[src/rtl/i2c_master_write_sequencer_if.sv]
// Bundle of the host, engine, ACK-stage and status signals around the
// I2C write sequencer. The master modport is the sequencer's view; the
// slave modport is the view of whatever surrounds it (host, engine, ACK stage).
interface i2c_master_write_sequencer_if;
  logic       start;
  logic [6:0] addr;
  logic [7:0] tx_data;
  logic       tx_valid;
  logic       tx_last;
  logic       tx_ready;
  logic       go;
  logic [2:0] command;
  logic       data;
  logic       load;
  logic       finish;
  logic       ack_req;
  logic       ack_done;
  logic       ack_nack;
  logic       busy;
  logic       done;
  logic       nack_err;
  logic       timeout_err;

  modport master (
    input  start, addr, tx_data, tx_valid, tx_last, load, finish, ack_done, ack_nack,
    output tx_ready, go, command, data, ack_req, busy, done, nack_err, timeout_err
  );

  modport slave (
    output start, addr, tx_data, tx_valid, tx_last, load, finish, ack_done, ack_nack,
    input  tx_ready, go, command, data, ack_req, busy, done, nack_err, timeout_err
  );
endinterface

[src/rtl/i2c_master_write_sequencer.sv]
// Transaction-level I2C write master: START, address byte, data bytes, STOP,
// driven through the bit engine's go/finish handshake with per-byte ACK checks.
// Optional watchdog on every handshake wait: define I2C_SEQ_TIMEOUT_EN.
//
//   state   | meaning
//   --------+--------------------------------------------------------------
//   IDLE    | waiting for start
//   START   | engine executing CMD_START
//   ADDR    | engine shifting out {addr,0}
//   ACK     | waiting for the ACK stage verdict on the last byte
//   FETCH   | tx_ready high, waiting for the next host byte
//   DATA    | engine shifting out a data byte
//   STOP    | engine executing CMD_STOP
//   WAITLOW | go dropped, waiting for finish to return low, then ret_q
//   DONE    | one-cycle done pulse
module i2c_master_write_sequencer #(
  parameter logic [2:0]  CMD_START      = 3'b001,
  parameter logic [2:0]  CMD_DATA       = 3'b011,
  parameter logic [2:0]  CMD_STOP       = 3'b100,
  parameter int unsigned TIMEOUT_CYCLES = 1024
) (
  input logic                          clock,
  input logic                          reset_n,
  i2c_master_write_sequencer_if.master bus
);

  typedef enum logic [3:0] {
    IDLE, START, ADDR, ACK, FETCH, DATA, STOP, WAITLOW, DONE
  } state_t;

  state_t     state, state_nxt;
  state_t     ret_q, ret_nxt;
  logic [6:0] addr_q;
  logic [7:0] shreg;
  logic       last_q;
  logic       nack_q;
  logic       go_c, ack_req_c, tx_ready_c, done_c;
  logic [2:0] cmd_c;
  logic       capture, accept, set_nack;
  logic       timeout_hit;

  // State and return-state registers
  always_ff @(posedge clock or negedge reset_n) begin
    if (!reset_n) begin
      state <= IDLE;
      ret_q <= IDLE;
    end else begin
      state <= state_nxt;
      ret_q <= ret_nxt;
    end
  end

  // Next-state and handshake outputs; go/ack_req/tx_ready follow the state
  always_comb begin
    state_nxt  = state;
    ret_nxt    = ret_q;
    go_c       = 1'b0;
    cmd_c      = 3'b000;
    ack_req_c  = 1'b0;
    tx_ready_c = 1'b0;
    done_c     = 1'b0;
    capture    = 1'b0;
    accept     = 1'b0;
    set_nack   = 1'b0;
    case (state)
      IDLE: begin
        if (bus.start) begin
          capture   = 1'b1;
          state_nxt = START;
        end
      end
      START: begin
        go_c  = 1'b1;
        cmd_c = CMD_START;
        if (bus.finish) begin
          state_nxt = WAITLOW;
          ret_nxt   = ADDR;
        end
      end
      ADDR, DATA: begin
        go_c  = 1'b1;
        cmd_c = CMD_DATA;
        if (bus.finish) begin
          state_nxt = WAITLOW;
          ret_nxt   = ACK;
        end
      end
      ACK: begin
        ack_req_c = 1'b1;
        if (bus.ack_done) begin
          if (bus.ack_nack) begin
            set_nack  = 1'b1;
            state_nxt = STOP;
          end else if (last_q) begin
            state_nxt = STOP;
          end else begin
            state_nxt = FETCH;
          end
        end
      end
      FETCH: begin
        tx_ready_c = 1'b1;
        if (bus.tx_valid) begin
          accept    = 1'b1;
          state_nxt = DATA;
        end
      end
      STOP: begin
        go_c  = 1'b1;
        cmd_c = CMD_STOP;
        if (bus.finish) begin
          state_nxt = WAITLOW;
          ret_nxt   = DONE;
        end
      end
      WAITLOW: begin
        if (!bus.finish) state_nxt = ret_q;
      end
      DONE: begin
        done_c    = 1'b1;
        state_nxt = IDLE;
      end
      default: state_nxt = IDLE;
    endcase

    // A watchdog abort drops go immediately and passes through WAITLOW so
    // the STOP command starts with a fresh low-to-high go edge.
    if (timeout_hit) begin
      go_c       = 1'b0;
      ack_req_c  = 1'b0;
      tx_ready_c = 1'b0;
      accept     = 1'b0;
      set_nack   = 1'b0;
      if (state == STOP) begin
        state_nxt = DONE;
      end else begin
        state_nxt = WAITLOW;
        ret_nxt   = STOP;
      end
    end
  end

  // Address capture, byte loading and MSB-first shifting on engine strobes
  always_ff @(posedge clock or negedge reset_n) begin
    if (!reset_n) begin
      addr_q <= 7'h00;
      shreg  <= 8'h00;
      last_q <= 1'b0;
    end else begin
      if (capture) begin
        addr_q <= bus.addr;
        last_q <= 1'b0;
      end
      if (state_nxt == ADDR && state != ADDR) begin
        shreg <= {addr_q, 1'b0};
      end else if (accept) begin
        shreg  <= bus.tx_data;
        last_q <= bus.tx_last;
      end else if ((state == ADDR || state == DATA) && !bus.load) begin
        shreg <= {shreg[6:0], 1'b0};
      end
    end
  end

  // Sticky NACK flag, cleared when the next transaction is accepted
  always_ff @(posedge clock or negedge reset_n) begin
    if (!reset_n)      nack_q <= 1'b0;
    else if (capture)  nack_q <= 1'b0;
    else if (set_nack) nack_q <= 1'b1;
  end

`ifdef I2C_SEQ_TIMEOUT_EN
  localparam int TW = $clog2(TIMEOUT_CYCLES + 1);

  logic [TW-1:0] wd_cnt;
  logic          waiting;
  logic          tout_q;

  assign waiting = ((state == START || state == ADDR || state == DATA || state == STOP) && !bus.finish) ||
                   (state == ACK   && !bus.ack_done) ||
                   (state == FETCH && !bus.tx_valid);
  assign timeout_hit = (wd_cnt == TW'(TIMEOUT_CYCLES));

  // Watchdog: restarts on every state change and on every bit strobe, so a
  // long but progressing byte transfer is not mistaken for a hung engine
  always_ff @(posedge clock or negedge reset_n) begin
    if (!reset_n) begin
      wd_cnt <= '0;
    end else if (state_nxt != state || ((state == ADDR || state == DATA) && !bus.load)) begin
      wd_cnt <= '0;
    end else if (waiting && !timeout_hit) begin
      wd_cnt <= wd_cnt + 1'b1;
    end
  end

  // Sticky timeout flag, cleared when the next transaction is accepted
  always_ff @(posedge clock or negedge reset_n) begin
    if (!reset_n)         tout_q <= 1'b0;
    else if (capture)     tout_q <= 1'b0;
    else if (timeout_hit) tout_q <= 1'b1;
  end

  assign bus.timeout_err = tout_q;
`else
  // Watchdog compiled out: every wait is unbounded and the limit has no effect
  assign timeout_hit     = 1'b0 & (TIMEOUT_CYCLES == 0);
  assign bus.timeout_err = 1'b0;
`endif

  assign bus.go       = go_c;
  assign bus.command  = cmd_c;
  assign bus.data     = shreg[7];
  assign bus.ack_req  = ack_req_c;
  assign bus.tx_ready = tx_ready_c;
  assign bus.busy     = (state != IDLE) && (state != DONE);
  assign bus.done     = done_c;
  assign bus.nack_err = nack_q;

endmodule
[src/flat_wrapper.sv]
// flat-port wrapper written by rule: the top's interface ports become plain ports
module i2c_master_write_sequencer_flat 
#(
  parameter logic [2:0]  CMD_START      = 3'b001,
  parameter logic [2:0]  CMD_DATA       = 3'b011,
  parameter logic [2:0]  CMD_STOP       = 3'b100,
  parameter int unsigned TIMEOUT_CYCLES = 1024
)
  (clock, reset_n, bus_start, bus_addr, bus_tx_data, bus_tx_valid, bus_tx_last, bus_load, bus_finish, bus_ack_done, bus_ack_nack, bus_tx_ready, bus_go, bus_command, bus_data, bus_ack_req, bus_busy, bus_done, bus_nack_err, bus_timeout_err);
  i2c_master_write_sequencer_if bus_i ();
  input logic clock;
  input logic reset_n;
  input wire logic [$bits(bus_i.start)-1:0] bus_start;
  input wire logic [$bits(bus_i.addr)-1:0] bus_addr;
  input wire logic [$bits(bus_i.tx_data)-1:0] bus_tx_data;
  input wire logic [$bits(bus_i.tx_valid)-1:0] bus_tx_valid;
  input wire logic [$bits(bus_i.tx_last)-1:0] bus_tx_last;
  input wire logic [$bits(bus_i.load)-1:0] bus_load;
  input wire logic [$bits(bus_i.finish)-1:0] bus_finish;
  input wire logic [$bits(bus_i.ack_done)-1:0] bus_ack_done;
  input wire logic [$bits(bus_i.ack_nack)-1:0] bus_ack_nack;
  output wire logic [$bits(bus_i.tx_ready)-1:0] bus_tx_ready;
  output wire logic [$bits(bus_i.go)-1:0] bus_go;
  output wire logic [$bits(bus_i.command)-1:0] bus_command;
  output wire logic [$bits(bus_i.data)-1:0] bus_data;
  output wire logic [$bits(bus_i.ack_req)-1:0] bus_ack_req;
  output wire logic [$bits(bus_i.busy)-1:0] bus_busy;
  output wire logic [$bits(bus_i.done)-1:0] bus_done;
  output wire logic [$bits(bus_i.nack_err)-1:0] bus_nack_err;
  output wire logic [$bits(bus_i.timeout_err)-1:0] bus_timeout_err;
  assign bus_i.start = bus_start;
  assign bus_i.addr = bus_addr;
  assign bus_i.tx_data = bus_tx_data;
  assign bus_i.tx_valid = bus_tx_valid;
  assign bus_i.tx_last = bus_tx_last;
  assign bus_i.load = bus_load;
  assign bus_i.finish = bus_finish;
  assign bus_i.ack_done = bus_ack_done;
  assign bus_i.ack_nack = bus_ack_nack;
  assign bus_tx_ready = bus_i.tx_ready;
  assign bus_go = bus_i.go;
  assign bus_command = bus_i.command;
  assign bus_data = bus_i.data;
  assign bus_ack_req = bus_i.ack_req;
  assign bus_busy = bus_i.busy;
  assign bus_done = bus_i.done;
  assign bus_nack_err = bus_i.nack_err;
  assign bus_timeout_err = bus_i.timeout_err;
  i2c_master_write_sequencer #(.CMD_START(CMD_START), .CMD_DATA(CMD_DATA), .CMD_STOP(CMD_STOP), .TIMEOUT_CYCLES(TIMEOUT_CYCLES)) u_core (.clock(clock), .reset_n(reset_n), .bus(bus_i));
endmodule
[config.mk]
export PLATFORM = sky130hd
export DESIGN_NAME = i2c_master_write_sequencer_flat
export DESIGN_NICKNAME = d
export VERILOG_FILES = /design/src/rtl/i2c_master_write_sequencer_if.sv /design/src/rtl/i2c_master_write_sequencer.sv /design/src/flat_wrapper.sv
export SDC_FILE = /design/constraint.sdc
export NUM_CORES = 1
export LEC_CHECK = 0
export ABC_AREA = 1
export CORE_ASPECT_RATIO = 0.75
export CORE_MARGIN = 2
export CORE_UTILIZATION = 25
export DETAILED_ROUTE_END_ITERATION = 8
export PLACE_DENSITY = 0.57
export SLEW_MARGIN = 20
export SYNTH_ARGS = -nofsm -noshare
export SYNTH_HDL_FRONTEND = slang
export SYNTH_SLANG_ARGS = --single-unit
[constraint.sdc]
create_clock -name clock -period 2.1 [get_ports clock]
set_clock_uncertainty 0.2 [all_clocks]
set_input_delay 0.63 -clock clock [delete_from_list [all_inputs] [get_ports clock]]
set_output_delay 0.63 -clock clock [all_outputs]
set_load 0.005 [all_outputs]
# == Word-level counts from Yosys, hierarchy flattened ==
# Index checks and enable logic that the tools add are counted.
# word_totals
regBits,25
in_bits,24
out_inout_bits,11
wordCells,65
# op_classes
n_reduce_logical,13
muxes,32
eq_ne,14
# ops
operator,n
2-to-1 mux 4 bit,9
2-to-1 mux 8 bit,3
one-hot mux 4 bit (5 select lines),1
== test 4 x 3 -> 1 bit (second input constant),4
2-to-1 mux 1 bit,16
== test 4 x 2 -> 1 bit (second input constant),3
one-hot mux 4 bit (3 select lines),1
one-hot mux 3 bit (3 select lines),1
inequality test 2 bit (second input constant),3
nonzero test 3 bit,2
== test 4 x 1 -> 1 bit (second input constant),1
== test 4 bit (second input constant),1
zero test 4 bit,1
inequality test 4 x 2 -> 1 bit (second input constant),1
inequality test 4 bit (second input constant),1
AND reduction 4 bit,1
nonzero test 4 bit,1
OR reduction 4 bit,1
logical AND 1 bit,3
2-to-1 mux 2 bit,1
nonzero test 2 bit,1
OR reduction 2 bit,1
zero test 1 bit,1
logical OR 1 bit,1

# == Depth between registers and ports, before layout ==
# logic_depth
word_depth,7
depth_mapped,11
ltp_nobuf,11

# == Worst setup path before layout ==
# Ideal clock, no wire load.
# synth_timing
path_kind,register to output
from,register u_core.state[1]
to,output port bus_done
arrival_ns,0.872
path_slack_ns,0.398
required_time_ns,1.270
stages_incl_launch_ff,4
path_buffers,0
path_cell_list,dfrtp_1 -> nor2_1 -> nand2_1 -> nor2_1
# synth_between
elab_chain_len,2
# synth_lines
element,line,source
start: declaration,i2c_master_write_sequencer.sv:31,"state_t state, state_nxt;"
start signal: assignment,i2c_master_write_sequencer.sv:48,state <= state_nxt;
== test 4 bit,i2c_master_write_sequencer.sv:65,case (state)
2-to-1 mux 1 bit,i2c_master_write_sequencer.sv:65,
end: declaration,flat_wrapper.sv:28,output wire logic [$bits(bus_i.done)-1:0] bus_done;
# Every way passes these cells.

# == Worst setup path in the final report ==
# layout_timing
from,register u_core.state[3]
to,output port bus_command[1]
# layout_between
elab_chain_len,3
word_cells_on_any_way,6
classes_between,4 x eq/ne; 1 x mux; 1 x reduce/logical
# layout_lines
element,line,source
== test 4 x 3 -> 1 bit or == test 4 x 2 -> 1 bit (tied branches),i2c_master_write_sequencer.sv:65,
OR reduction 2 bit,-,
one-hot mux 3 bit (3 select lines) *,i2c_master_write_sequencer.sv:65,
end: declaration,flat_wrapper.sv:24,output wire logic [$bits(bus_i.command)-1:0] bus_command;
# Every way passes the cells marked *; elsewhere a longest branch is shown, timed or not.

==> flow_summary.yaml <==
yosys:
  syn_avg_cell_area_um2: 7.23
  synth.distinct_cells: 22
  netlist_area_mm2: 0.00138
  syn-num-nets: 215
  yosysSeqAreaShare: 0.435
  synth_cells: 191
  yosys_warnings: 0
  synth_seq_cells: 24
power:
  internal_power_w: 0.00202
  p_switching_w: 0.00152
  comb_power_share: 0.677
  p_seq_frac: 0.235
  ir_drop_mv: 0.476
  clkPwrFrac: 0.088
  pwr_density_cell_mw_per_mm2: 1480
  p_leak_nw: 1.17
  switching_share: 0.429
global_route:
  grt_pass1_vias: 1393
  grt_usage: 0.136
  antenna_found_initial: 0
  grt_first_pass_wirelength_um: 6570
  gr-total-overflow: 0
  grt_start_max_net_pins: 25
sta:
  rsz0062_at_grt: "yes"
  maxSlewViolCount: 0
  fin_crit_sh: 1.03
  setup-violations-final: 2
  tns_ps: -77.9
  min_period_ps: 2150
  timing.fmax_mhz: 464
  worst_slack_ps: -53.4
  hold_viol: 0
  hold_slack_ps: 316
clocking:
  cts_buffers: 3
  clock-sinks: 24
  path_clk_slew_ps: 80
  cts.hold.buffers_added: 0
  cts_tree: "built"
  clk_latency_ps: 260
  htreeDepth: 1
  clock_path_buffers: 2
  cts-root-buf: "clkbuf_8"
route:
  wl_per_cell_um: 11.7
  drtPass1Iterations: 4
  postRouteAntennaNets: 0
  totalWireLength_um: 4030
  dr.first_iter.drc_count: 79
  drc: 0
  vias_per_cell: 4.19
  via_count: 1443
worst_setup_path:
  crit_path_start_kind: "flip-flop"
  cp_max_fo: 2
  critical_path_class: "flip-flop to primary output"
  critical_path_arrival_ps: 1320
  critPathRequiredTime_ps: 1270
  endpoint_kind: "primary output"
floorplan:
  core_area_mm2: 0.00532
  dieArea_mm2: 0.00614
  die_x_um: 89.8
  core.rowCount: 23
  die_y_um: 68.4
  pin_count: 35
  initial_utilization: 0.259
layout:
  final_cells: 344
  utilization: 0.451
  nNetsFinal: 294
  syn2layout_area_growth_pct: 73.9
  final_layout_size_suffix_gt1_frac: 0.416
  filler_cell_count: 537
  diodes: 0
place:
  gp_congestion: 0.869
  dp_hpwl_um: 2850
  dp_slack_ps: -259
  io_buffers: 33
  dp.cells: 325
flow_run:
  drv_cap: 0
run_status:
  status: "complete, but fails checks"
  violations: "negative setup slack"
worst_hold_path:
  hp-class: "flip-flop to flip-flop"
stage by stage:
step / total power [W] / area [µm²]
global placement: 0.00261 / 2030
global route: 0.00386 / 2400
finish: 0.00355 / 2400
floorplan: 0.00179 / 1380
CTS: 0.00323 / 2230
detailed placement: 0.00262 / 2030
critical path, stage by stage (launching register included):
cell and delay, ps:
dfrtp_2 440, buf_6 130, buf_6 110, nor2_4 130, nand3_4 100, nand2_4 70
buf_6 90
kinds of logic (layout without fill, tap and decap cells):
kind of cell    Yosys count  count (layout)  share of synthesized area
other cells               1               1                    0.00271
compound gates           18              18                     0.0833
flops                    24              24                      0.435
buf+inv                  32             110                     0.0906
simple gates            116             116                      0.389
cells in the final DEF, fill, tap and decap left out, types with 2 or more instances in the layout:
master,n
buf_12,2
buf_2,6
buf_4,31
buf_6,11
clkbuf_8,4
clkdlybuf4s50_1,23
dfrtp_1,21
dfrtp_2,3
dlymetal6s2s_1,2
inv_1,19
inv_2,11
nand2_1,32
nand2_2,10
nand2_4,4
nand2_8,2
nand3_1,9
nand3_2,2
nand3_4,3
nor2_1,35
nor2_2,3
nor2_4,8
nor3_2,5
nor3_4,2
o21ai_0,10
worst paths after layout:
check | from | endpoint | slack [ps] | cells after the start
setup / recovery | u_core.state[3] | bus_command[1] | -50 | 6
hold / removal | u_core.ret_q[3] | u_core.ret_q[3] | 320 | 1
setup reg to reg | u_core.state[3] | u_core.shreg[2] | 40 | 14
hold reg to reg | u_core.ret_q[3] | u_core.ret_q[3] | 320 | 1
max in group asynchronous | reset_n | u_core.state[3] | 920 | 2
min in group asynchronous | reset_n | u_core.state[2] | 520 | 2
layer usage:
metal / wire length (µm) / GRT usage / vias up
met3: 243 / 0.0297 / 2
li1: - / - / 751
met4: 27 / 0.0365 / 0
met2: 1700 / 0.209 / 40
met1: 2050 / 0.194 / 650
met5: 0 / 0 / -
repair_timing:
item                                    4_1_cts  5_1_grt
setup buffers                                11        7
pin swaps                                     9       14
endpoints found under the setup margin        8       14
gates resized for setup                      53       38
layout make-up:
type / instances / area (µm²) / area share
well taps: 75 / 93.8 / 0.0391
flip-flops and latches: 24 / 604 / 0.252
clock buffers: 4 / 55.1 / 0.0229
multi-input cells: 135 / 850 / 0.354
repair buffers: 76 / 687 / 0.286
inverters: 30 / 113 / 0.0469
power by group through the flow:
| stage | clock, W | combinational [W] | sequential [W] |
|---|---|---|---|
| 4_1_cts | 0.000328 | 0.00208 | 0.000818 |
| 3_5_place_dp | 0 | 0.00182 | 0.000809 |
| 6_report | 0.000313 | 0.00240 | 0.000833 |
| 5_1_grt | 0.000342 | 0.00265 | 0.000860 |
| 3_3_place_gp | 0 | 0.00180 | 0.000802 |
| 2_1_floorplan | 0 | 0.000997 | 0.000789 |
cell usage after synthesis:
master    instances  area, µm²
o21ai_0          10       50.1
o21bai_4          1       18.8
inv_1            20       75.1
conb_1            1       3.75
o21ai_1           1       5.00
nor2_4            3       33.8
o21a_1            1       7.51
nand2_2           7       43.8
buf_4             1       7.51
nor3_1            8       40.0
a21oi_1           2       10.0
nand2_1          40        150
nor2_2            1       6.26
nor2_1           42        158
o21ai_2           1       8.76
nand3_1          11       55.1
inv_2            10       37.5
nand3_2           3       30.0
dfrtp_1          24        601
buf_2             1       5.00
o31ai_1           2       15.0
nand2_8           1       20.0
flip-flops by register name (all words and copies together) (netlist names):
register / cells
u_core.bus.nack_err: 1
u_core.state: 4
u_core.addr_q: 7
u_core.shreg: 8
u_core.ret_q: 3
u_core.last_q: 1
(Power assumes the default switching activity.)
==> variant 1, RTL diff (same flow settings) <==
The option `I2C_SEQ_TIMEOUT_EN` is turned on by a define.
--- a/src/rtl/i2c_master_write_sequencer.sv
+++ b/src/rtl/i2c_master_write_sequencer.sv
@@ -14,4 +14,6 @@
 //   WAITLOW | go dropped, waiting for finish to return low, then ret_q
 //   DONE    | one-cycle done pulse
+`define I2C_SEQ_TIMEOUT_EN
+
 module i2c_master_write_sequencer #(
   parameter logic [2:0]  CMD_START      = 3'b001,
Formal check against the unedited RTL: same outputs for any inputs over 10 cycles, from zero or initial values and one cycle with reset_n low; that may be too few to reach the edited logic, so the function may still have changed.
==> variant 1 against the unedited design <==
The flow still finishes with violations (setup timing). Worst setup slack lost 0.28 ns. Register-to-register slack got worse by 0.34 ns. Routed wire length up 93%. Largest cell class unchanged. Synthesized area up 66%. Via count is 80% higher. Sequential cell count grew 13. Utilization shrank 0.33 points. Power grew 64%. Critical path type unchanged. Sequential power up 33%. Design area grew 68%. Largest power group unchanged.
==> variant 1: results (changes against the unedited design) <==
.. list-table::
   :header-rows: 1

   * - Metric
     - Value
   * - Total clock buffers created by CTS
     - 5 (+2)
   * - Combined flip-flop and latch cell area
     - 931 um2 (+54%)
   * - Pin count of the biggest net entering global routing
     - 23 (-8.0%)
   * - Detailed Place HPWL
     - 5.01 mm (+76%)
   * - Mean instance size in the synthesized netlist
     - 7.03 um2 (-2.8%)
   * - Depth of the worst register-to-register path
     - 15 (+1)
   * - Power density over cell area
     - 1440 mW/mm2 (-2.4%)
   * - Outcome
     - finished, violations left
   * - Number of fillers in the final layout
     - 862 (+61%)
   * - Cells taking the most area after synthesis
     - sky130_fd_sc_hd__dfrtp_1, sky130_fd_sc_hd__nand2_1, sky130_fd_sc_hd__nand3_1, sky130_fd_sc_hd__nor2_1, sky130_fd_sc_hd__inv_1
   * - Pre-CTS setup slack
     - -0.727 ns (-0.468 ns)
   * - Reg-to-reg setup timing slack
     - -0.30 ns (-0.34 ns)
   * - Share of the yosys chip area belonging to registers
     - 0.403 (-0.0322)
   * - Summed negative setup slack over all endpoints
     - -6.03 ns (-5.95 ns)
   * - Source of the worst register-to-register timing path
     - u_core.wd_cnt[1]
   * - CTS sink cnt
     - 37 (+54%)
   * - Syn_nets
     - 353 (+64%)
   * - Flip-flop count of the largest register after layout
     - 11 (+3)
   * - Non-clock buffer share of cell area
     - 0.276 (-0.00997)
   * - Violated checks
     - setup timing
   * - Cell type group with the largest total delay on the critical path
     - simple AND/OR/NAND/NOR gates
   * - Unique masters post-synth
     - 28 (+27%)
   * - Final WS setup
     - -0.331 ns (-0.278 ns)
   * - Post-placement cell count
     - 529 (+63%)
   * - Share of final-layout standard cells stronger than drive strength 1
     - 0.417 (+0.000490)
   * - Data arrival at the endpoint of the critical path
     - 1.60 ns (+0.28 ns)
   * - Post-Place Cell Area
     - 0.00324 mm2 (+60%)
   * - Via count of the first global-routing pass
     - 2,508 (+80%)
   * - Multi-Input Combinational
     - 251 (+86%)
   * - Inverters
     - 36 (+20%)
   * - Wire length of the first global-routing pass
     - 12.1 mm (+84%)
   * - Clock network area share
     - 0.0428 (+0.0199)
   * - Non-clock buffer instance count of the final layout
     - 131 (+72%)
   * - Number of nets in the layout
     - 488 (+66%)
   * - Setup violation total in the final timing report
     - 26 (+24)
variant 1: cell types whose count changed after synthesis, sizes merged, moves of 5 or more:
cell,change
nand3,+21
nand2,+76
o21ai,-7
nand4,+14
dfrtp,+13
inv,+5
xor2,+5
variant 1: power by group through the flow:
| stage | sequential (mW) | combinational [mW] | clock (mW) |
|---|---|---|---|
| final | 1.11 | 3.81 | 0.889 |
| after global routing | 1.14 | 4.14 | 0.937 |
| after CTS | 1.08 | 3.20 | 0.902 |
| after detailed placement | 1.10 | 2.67 | 0 |
| after global placement | 1.10 | 2.65 | 0 |
| after floorplan | 1.04 | 1.48 | 0 |
variant 1: metal layers:
layer / part of all wire / wire [um] / global-route usage
met1: 0.49 / 3790 / 0.218
met2: 0.47 / 3650 / 0.245
met3: 0.027 / 208 / 0.0230
met4: 0.013 / 104 / 0.0460
met5: 0 / 0 / 0
variant 1: logic make-up (layout without fill, tap and decap cells):
logic type                 Yosys count  after routing  share of synthesized area
AOI/OAI and AO/OA                   14             14                     0.0370
xor gates and xnor gates             5              5                     0.0190
adders and majority gates            2              2                     0.0109
buffers and inverters               41            175                     0.0718
DFF                                 37             37                      0.403
and+or+nand+nor                    228            230                      0.459
variant 1: worst max path at each step:
stage                startpoint         endpoint  slack, ns
2_1_floorplan  u_core.wd_cnt[0]  u_core.shreg[2]      -0.09
3_3_place_gp         bus_finish  u_core.shreg[1]      -0.64
3_5_place_dp         bus_finish  u_core.shreg[3]      -0.73
4_1_cts        u_core.wd_cnt[1]  u_core.shreg[3]      -0.30
5_1_grt        u_core.wd_cnt[1]  u_core.shreg[5]      -0.43
6_report       u_core.wd_cnt[1]           bus_go      -0.33
variant 1: what timing repair did:
action	4_1_cts	5_1_grt
endpoints found under the setup margin	27	28
gates cloned	0	2
buffers inserted	34	9
pin swaps	13	25
resized for setup	65	57
==> variant 2, RTL diff (config.mk and constraints unchanged) <==
Without the edit above. The 9 states of `state_t` get a Gray code encoding in 4 bits.
--- a/src/rtl/i2c_master_write_sequencer.sv
+++ b/src/rtl/i2c_master_write_sequencer.sv
@@ -26,5 +26,5 @@
 
   typedef enum logic [3:0] {
-    IDLE, START, ADDR, ACK, FETCH, DATA, STOP, WAITLOW, DONE
+    IDLE = 4'b0000, START = 4'b0001, ADDR = 4'b0011, ACK = 4'b0010, FETCH = 4'b0110, DATA = 4'b0111, STOP = 4'b0101, WAITLOW = 4'b0100, DONE = 4'b1100
   } state_t;
 
Formal check against the unedited RTL: same outputs for any inputs over 10 cycles, from zero or initial values and one cycle with reset_n low; not proved beyond that.
==> variant 2 against the unedited design <==
The run still ends with setup timing left. Sequential cell count unchanged. Cell count increased by 1.7%. Design area decreased by 2.0%. Worst setup slack improved by 0.039 ns. Power decreased by 21%. Synthesized area increased by 8.0%. Count of clock-buffer cells in the layout unchanged. Synthesized cell count increased by 4.7%. First-iteration DRC count increased by 92%. Routed wire length increased by 2.5%.
==> variant 2: results (changes against the unedited design) <==
.. list-table::
   :header-rows: 1

   * - Metric
     - Value
   * - Outcome
     - finished, violations left
   * - Violated checks
     - setup timing
   * - Setup violation total in the final timing report
     - 1 (-1)
   * - Mean instance size in the synthesized netlist
     - 7.46 um2 (+3.1%)
   * - Global router's overall resource usage
     - 0.127 (-0.00924)
   * - Highest ir drop seen on vdd
     - 0.384 mV (-19%)
   * - Cells taking the most area after synthesis
     - sky130_fd_sc_hd__dfrtp_1, sky130_fd_sc_hd__nand2_1, sky130_fd_sc_hd__inv_1, sky130_fd_sc_hd__nand3_1, sky130_fd_sc_hd__nor2_1
   * - Via count normalized by instance count
     - 4.28 (+2.1%)
   * - Summed negative setup slack over all endpoints
     - -0.0142 ns (+0.0638 ns)
   * - Post-placement cell count
     - 334 (+2.8%)
   * - Syn_nets
     - 224 (+4.2%)
   * - End of the critical path
     - bus_busy
   * - CP max stage cell
     - sky130_fd_sc_hd__dfrtp_1
   * - Detailed Place HPWL
     - 2.87 mm (+0.83%)
   * - Wire length of the first global-routing pass
     - 6.59 mm (+0.32%)
   * - Biggest fanout along the worst timing path
     - 4 (+2)
   * - Starting DRC count in detailed routing
     - 152 (+92%)
   * - Pre-CTS setup slack
     - -0.450 ns (-0.192 ns)
   * - Reg-to-reg setup timing slack
     - 0.11 ns (+0.07 ns)
   * - Number of fillers in the final layout
     - 594 (+11%)
   * - Unique masters post-synth
     - 28 (+27%)
   * - Fin Hold WS
     - 0.280 ns (-0.0363 ns)
   * - Static Leakage
     - 1.19 nW (+1.5%)
   * - Largest regs
     - u_core.shreg (8), u_core.addr_q (7), u_core.state (4)
   * - Avg WL per Cell
     - 11.8 um (+0.78%)
   * - Top cells by instance count after synthesis
     - sky130_fd_sc_hd__nand2_1, sky130_fd_sc_hd__dfrtp_1, sky130_fd_sc_hd__inv_1
   * - Post-Place Cell Area
     - 0.00210 mm2 (+3.7%)
   * - Cell type group with the largest total delay on the critical path
     - buffers and inverters
   * - Final WS setup
     - -0.0142 ns (+0.0393 ns)
   * - Share of the yosys chip area belonging to registers
     - 0.403 (-0.0321)
   * - Share of final-layout standard cells stronger than drive strength 1
     - 0.346 (-0.0708)
   * - Routability Congestion
     - 0.845 (-2.8%)
   * - Detailed-route via count
     - 1,499 (+3.9%)
   * - Source of the worst register-to-register timing path
     - u_core.state[0]
   * - Depth of the worst register-to-register path
     - 12 (-2)
   * - Via count of the first global-routing pass
     - 1,408 (+1.1%)
   * - Max incr delay on CP
     - 0.40 ns (-0.04 ns)
-- variant 2: cell types whose count changed after synthesis, sizes merged, moves of 3 or more --
| cell | before | now |
|---|---|---|
| nand2 | 48 | 81 |
| nor2 | 46 | 19 |
| o21ai | 12 | 3 |
| a21oi | 2 | 5 |
| o211ai | 0 | 6 |
| nand4 | 0 | 7 |
| nor3 | 8 | 3 |
-- variant 2: area by class of cell --
| class | count | area [um2] | share of cell area |
|---|---|---|---|
| multi-input cells | 146 | 867 | 0.368 |
| flip-flops and latches | 24 | 603 | 0.256 |
| well taps | 78 | 97.6 | 0.0415 |
| repair buffers | 70 | 618 | 0.263 |
| clock buffers | 4 | 55.1 | 0.0234 |
| inverters | 28 | 113 | 0.0478 |
-- variant 2: logic make-up after synthesis --
| logic type | count (synthesis) | share of synthesized area |
|---|---|---|
| AO/OA/AOI/OAI | 16 | 0.0730 |
| buffers and inverters | 32 | 0.103 |
| flip-flops | 24 | 0.403 |
| other | 1 | 0.00251 |
| AND/OR/NAND/NOR | 127 | 0.419 |
-- variant 2: timing repair --
item | CTS | global route
pin swaps | 8 | 13
setup endpoints to repair | 16 | 16
buffers inserted | 8 | 3
gates cloned | 2 | 0
endpoints found under the hold margin | 0 | 0
gates resized for setup | 44 | 26
-- variant 2: metal layers --
metal	vias up	routed length (um)	global-route usage
met3	4	232	0.0298
met5	-	0	0
met4	0	46	0.0310
li1	777	-	-
met1	677	2040	0.188
met2	41	1810	0.187
-- variant 2: worst min path at each step --
| stage | from | end | depth (start not counted) |
|---|---|---|---|
| after detailed placement | u_core.addr_q[1] | u_core.addr_q[1] | 2 |
| after CTS | u_core.addr_q[1] | u_core.addr_q[1] | 2 |
| after global placement | u_core.addr_q[1] | u_core.addr_q[1] | 2 |
| after global routing | u_core.addr_q[4] | u_core.addr_q[4] | 2 |
| after floorplan | reset_n | u_core.addr_q[0] | 0 |
| final | u_core.addr_q[6] | u_core.addr_q[6] | 2 |
-- variant 2: tightest hold or removal path: cells and delay by family (launching register included) --
| family | cells | cell delay (ns) |
|---|---|---|
| flip-flops | 1 | 0.35 |
| AND/OR/NAND/NOR | 2 | 0.11 |
-- variant 2: report_power, final --
part / switching [mW] / leakage, nW / total, mW / internal, mW
Clock: 0.141 / 0.0288 / 0.309 / 0.167
Sequential: 0.118 / 0.291 / 0.787 / 0.669
Combinational: 0.917 / 0.867 / 1.70 / 0.787
Total: 1.18 / 1.19 / 2.80 / 1.62
